`src/rtl/break_sequencer.sv`:
```
// 7-cycle RES/NMI/IRQ/BRK entry sequencer for the 6502 core.
// Define NMI_HIJACK_EN to let a pending NMI take over an IRQ/BRK sequence at its vector fetch.
module break_sequencer #(
    parameter logic [7:0]  STACK_PAGE = 8'h01,
    parameter logic [15:0] NMI_VEC    = 16'hFFFA,
    parameter logic [15:0] RES_VEC    = 16'hFFFC,
    parameter logic [15:0] IRQ_VEC    = 16'hFFFE
) (
    input  logic        clk_1,
    input  logic        res_p,
    input  logic        rdy,
    input  logic        sync_start,
    input  logic        brk_op,
    input  logic        nmi_n,
    input  logic        irq_n,
    input  logic        i_flag,
    input  logic [7:0]  sp_in,
    output logic        busy,
    output logic [2:0]  step,
    output logic [1:0]  kind,
    output logic [1:0]  addr_src,
    output logic [15:0] addr,
    output logic        rw,
    output logic [1:0]  push_sel,
    output logic        b_flag,
    output logic        sp_dec,
    output logic        set_i,
    output logic        pcl_load,
    output logic        pch_load,
    output logic        done
);

    localparam logic [2:0] S_IDLE   = 3'd0;
    localparam logic [2:0] S_PC1    = 3'd1;
    localparam logic [2:0] S_PUSH_H = 3'd3;
    localparam logic [2:0] S_PUSH_L = 3'd4;
    localparam logic [2:0] S_PUSH_P = 3'd5;
    localparam logic [2:0] S_VEC_L  = 3'd6;
    localparam logic [2:0] S_VEC_H  = 3'd7;

    localparam logic [1:0] K_NONE = 2'd0;
    localparam logic [1:0] K_RES  = 2'd1;
    localparam logic [1:0] K_NMI  = 2'd2;
    localparam logic [1:0] K_IRQ  = 2'd3;

    localparam logic [1:0] SRC_STACK = 2'd1;
    localparam logic [1:0] SRC_VEC   = 2'd2;

    logic [2:0]  step_q, step_d;
    logic [1:0]  kind_q, kind_d, kind_eff;
    logic        brk_q, brk_d;
    logic        nmi_pend_q, nmi_pend_d;
    logic        prev_nmi_q;
    logic        res_pend_q, res_pend_d;
    logic        nmi_edge, push_cyc, write_cyc, adv;
    logic [15:0] vec_lo;

    always_ff @(posedge clk_1) begin
        if (res_p) begin
            step_q     <= S_IDLE;
            kind_q     <= K_NONE;
            brk_q      <= 1'b0;
            nmi_pend_q <= 1'b0;
            prev_nmi_q <= 1'b0;
            res_pend_q <= 1'b1;
        end else begin
            step_q     <= step_d;
            kind_q     <= kind_d;
            brk_q      <= brk_d;
            nmi_pend_q <= nmi_pend_d;
            prev_nmi_q <= nmi_n;
            res_pend_q <= res_pend_d;
        end
    end

    always_comb begin
        step_d     = step_q;
        kind_d     = kind_q;
        brk_d      = brk_q;
        nmi_pend_d = nmi_pend_q;
        res_pend_d = res_pend_q;

        busy     = 1'b0;
        step     = 3'd0;
        kind     = K_NONE;
        addr_src = 2'd0;
        addr     = 16'h0000;
        rw       = 1'b1;
        push_sel = 2'd0;
        b_flag   = 1'b0;
        sp_dec   = 1'b0;
        set_i    = 1'b0;
        pcl_load = 1'b0;
        pch_load = 1'b0;
        done     = 1'b0;

        nmi_edge = prev_nmi_q & ~nmi_n;
        kind_eff = kind_q;
`ifdef NMI_HIJACK_EN
        if (step_q == S_VEC_L && kind_q == K_IRQ && nmi_pend_q)
            kind_eff = K_NMI;
`endif
        push_cyc  = (step_q == S_PUSH_H) || (step_q == S_PUSH_L) || (step_q == S_PUSH_P);
        // Reset sequence turns the pushes into reads, so they obey rdy like any read.
        write_cyc = push_cyc && (kind_q != K_RES);
        adv       = write_cyc || rdy;
        vec_lo    = (kind_eff == K_RES) ? RES_VEC : (kind_eff == K_NMI) ? NMI_VEC : IRQ_VEC;

        if (step_q == S_IDLE) begin
            if (res_pend_q) begin
                step_d     = S_PC1;
                kind_d     = K_RES;
                brk_d      = 1'b0;
                res_pend_d = 1'b0;
            end else if (sync_start) begin
                if (nmi_pend_q || nmi_edge) begin
                    step_d = S_PC1;
                    kind_d = K_NMI;
                    brk_d  = 1'b0;
                end else if (!irq_n && !i_flag) begin
                    step_d = S_PC1;
                    kind_d = K_IRQ;
                    brk_d  = 1'b0;
                end else if (brk_op) begin
                    step_d = S_PC1;
                    kind_d = K_IRQ;
                    brk_d  = 1'b1;
                end
            end
        end else begin
            if (step_q == S_VEC_L) begin
                kind_d = kind_eff;
                if (kind_eff == K_NMI)
                    nmi_pend_d = 1'b0;
            end
            if (adv)
                step_d = (step_q == S_VEC_H) ? S_IDLE : step_q + 3'd1;
        end
        // A fresh edge outranks the step-6 clear.
        if (nmi_edge)
            nmi_pend_d = 1'b1;

        if (!res_p && step_q != S_IDLE) begin
            busy = 1'b1;
            step = step_q;
            kind = kind_eff;
            case (step_q)
                S_PUSH_H, S_PUSH_L, S_PUSH_P: begin
                    addr_src = SRC_STACK;
                    addr     = {STACK_PAGE, sp_in};
                    rw       = ~write_cyc;
                    sp_dec   = adv;
                    if (step_q == S_PUSH_L)
                        push_sel = 2'd1;
                    if (step_q == S_PUSH_P) begin
                        push_sel = 2'd2;
                        b_flag   = brk_q;
                    end
                end
                S_VEC_L: begin
                    addr_src = SRC_VEC;
                    addr     = vec_lo;
                    set_i    = adv;
                    pcl_load = adv;
                end
                S_VEC_H: begin
                    addr_src = SRC_VEC;
                    addr     = vec_lo + 16'd1;
                    pch_load = adv;
                    done     = adv;
                end
                default: ;
            endcase
        end
    end

endmodule
```
`config.mk`:
```
export PLATFORM = sky130hd
export DESIGN_NAME = break_sequencer
export DESIGN_NICKNAME = d
export VERILOG_FILES = /design/src/rtl/break_sequencer.sv
export SDC_FILE = /design/constraint.sdc
export NUM_CORES = 1
export LEC_CHECK = 0
export ABC_AREA = 1
export ABC_CLOCK_PERIOD_IN_PS = 3800
export BUFFER_PORTS_ARGS = -buffer_cell sky130_fd_sc_hd__buf_4
export CORE_MARGIN = 4
export CORE_UTILIZATION = 40
export CTS_CLUSTER_SIZE = 16
export DETAILED_ROUTE_END_ITERATION = 16
export PLACE_DENSITY = 0.8
export SYNTH_ARGS = -nofsm -noshare
export SYNTH_HDL_FRONTEND = slang
export SYNTH_SLANG_ARGS = --single-unit
```
`constraint.sdc`:
```
create_clock -name clk_1 -period 3.8 [get_ports clk_1]
set_clock_uncertainty 0.1 [all_clocks]
set_input_delay 0.38 -clock clk_1 [delete_from_list [all_inputs] [get_ports clk_1]]
set_output_delay 0.38 -clock clk_1 [all_outputs]
set_load 0.05 [all_outputs]
```
==> results.ini <==
[outcome]
outcome=completed

[clocking]
clock-sinks=9
post_cts_resized=0
cts_tree=yes
clock_latency_ns=0.26
cts_buffers=3
htree_levels=1
hold_buffers=0
cts_setup_buffers=0
cts_buffer_depth=2
clk_pin_slew_worst_paths_ns=0.06
clockRootBuffer=clkbuf_4

[layout]
drive_gt1_frac=0.398
nNetsFinal=183
instances_no_fill=186
final_common_cell=buf_4
syn_to_final_growth_pct=43.2
mostFrequentLayoutCells=buf_4, nand2_1, nor2_1, inv_1, dfxtp_1
final_util=0.624
diodes=0

[min_path]
hold_path_class=in2reg

[setup_path]
crit_path_top_delay_cell=dfxtp_1
critical_path_required_ns=3.32
endpoint_kind=output pin
arrival_ns=1.91
cp_num_buf_inv=4
cpLargestDelayFamily=buffers and inverters
worstPathMaxFanout=9
max_stage_delay_ns=0.40
path_cells=inv_1, ha_1, nand2_4, inv_4, nor2_8, o21ai_4, inv_2, a22o_1, buf_4
worstSetupStartpointType=flip-flop
criticalPathCategory=reg2out

[logic_synthesis]
synthTopCellsByArea=dfxtp_1, nand2_1, nor2_1, buf_4, ha_1
avgSynthCellArea_um2=6.60
ys_types=25
synth_top_family_by_area=simple AND/OR/NAND/NOR gates
synthSimpleGateAreaFrac=0.393
synth_top_area_cell=dfxtp_1
synth_compound_area_frac=0.110
syn-num-nets=140
synth_area_um2=786
muxShareOfSynthArea=0
yosysWarningCount=0
synth_xor_area_frac=0
ys_seq_elements=9
ys_seq_area_frac=0.229
synth_top_area_frac=0.229
synthCells=119
synthAdderAreaFrac=0.0796

[floorplan]
initial_utilization=0.436
dieArea_um2=2740
ioPinCount=49
die_w_um=52.3
row_count=15
die_h_um=52.3
core_um2=1800

[routing]
via_per_inst=4.64
routed_wl_um=2050
drc_errors=0
drt_iter0_drc=18
wire_per_inst_um=11.0
ant_nets=0
drtPass1Iterations=6
via_count=863

[power]
p_per_area_nw_per_um2=743
vdd_drop_max_mv=0.434
leakagePower_nw=0.655

[sta]
finalHoldViolations=0
rsz0062_at_grt=false
fmax_mhz=419
max-slew-margin-rel=0.824
worst_pin_slew_ns=0.264
finalCritPeriodShare=0.628
final.setup.tns_ns=0
setup_viol=0
min_period_ns=2.39
slew_viol_final=0

[grt]
track_usage=0.155
grt_pass1_vias=770
grt_pass1_wl_um=3270
grt_start_max_net_pins=11
grt.overflow.total=0
antenna_found_initial=0

[placement]
hpwl_um=1740
placed_cells=182
place.gp.congestion=0.821
port_buffers=48

[job]
drv_cap=0

-- through the flow --
step	hold slack [ns]	total power (W)	setup slack, ns	instance area (um2)
CTS	0.241	0.000842	1.39	1120
global route	0.251	0.000905	1.28	1120
global placement	0.352	0.000751	1.79	1100
floorplan	0.340	0.000621	0.835	786
finish	0.248	0.000836	1.41	1120
detailed placement	0.360	0.000762	1.69	1100
-- sequential cells by signal (all words and copies together), names as in the netlist --
signal      count
brk_q           1
step_q          3
prev_nmi_q      1
nmi_pend_q      1
kind_eff        2
res_pend_q      1
-- cells by family after synthesis --
kind of cell,Yosys count
adders and majority gates,5
AOI/OAI and AO/OA,13
buffers and inverters,27
and+or+nand+nor,65
DFF,9
-- synth_stat cells, drive strengths merged --
cell type,instances
nand3,5
nand2,34
a311oi,1
buf,10
ha,5
dfxtp,9
nor3b,2
o211ai,1
a22o,1
nand4,1
a21oi,6
o21ai,4
nor2,21
inv,17
nor3,2
-- worst reg2reg max path, cell delays in order, from the launching register on --
cell	delay [ns]
dfxtp_1	0.40
inv_1	0.10
ha_1	0.26
nand2_1	0.12
nand3_2	0.11
nand2_1	0.09
nand2_2	0.07
nand2_2	0.10
nand2_1	0.06
nor2_1	0.08
nor2_1	0.05
-- power breakdown --
group	internal, W	leakage, nW	switching (W)
clock	0.0000406	0.0150	0.0000355
combinational	0.000182	0.566	0.000428
sequential	0.000124	0.0744	0.0000268
-- routing by layer --
layer / GRT usage / wire, um
met2: 0.271 / 920
met5: 0 / 0
met1: 0.180 / 853
met4: 0.0511 / 21
met3: 0.0427 / 253
-- worst paths after layout --
check	start	cells past startpoint	slack (ns)	endpoint
worst max-delay path	step_q[0]$_SDFFE_PP0P_	9	1.41	addr[1]
worst min-delay path	nmi_n	3	0.25	prev_nmi_q$_SDFF_PP0_
worst max register to register	step_q[0]$_SDFFE_PP0P_	10	2.14	step_q[0]$_SDFFE_PP0P_
worst min register to register	kind_eff[1]$_SDFFE_PP0P_	2	0.37	kind_eff[1]$_SDFFE_PP0P_
-- area by class of cell --
class	count	area, um2
Clock buffer	4	26.3
Fill cell	162	677
Inverter	17	68.8
Multi-Input combinational cell	83	458
Sequential cell	9	180
Tap cell	25	31.3
Timing Repair Buffer	48	360
No activity file was read; power rests on OpenSTA's default activity.
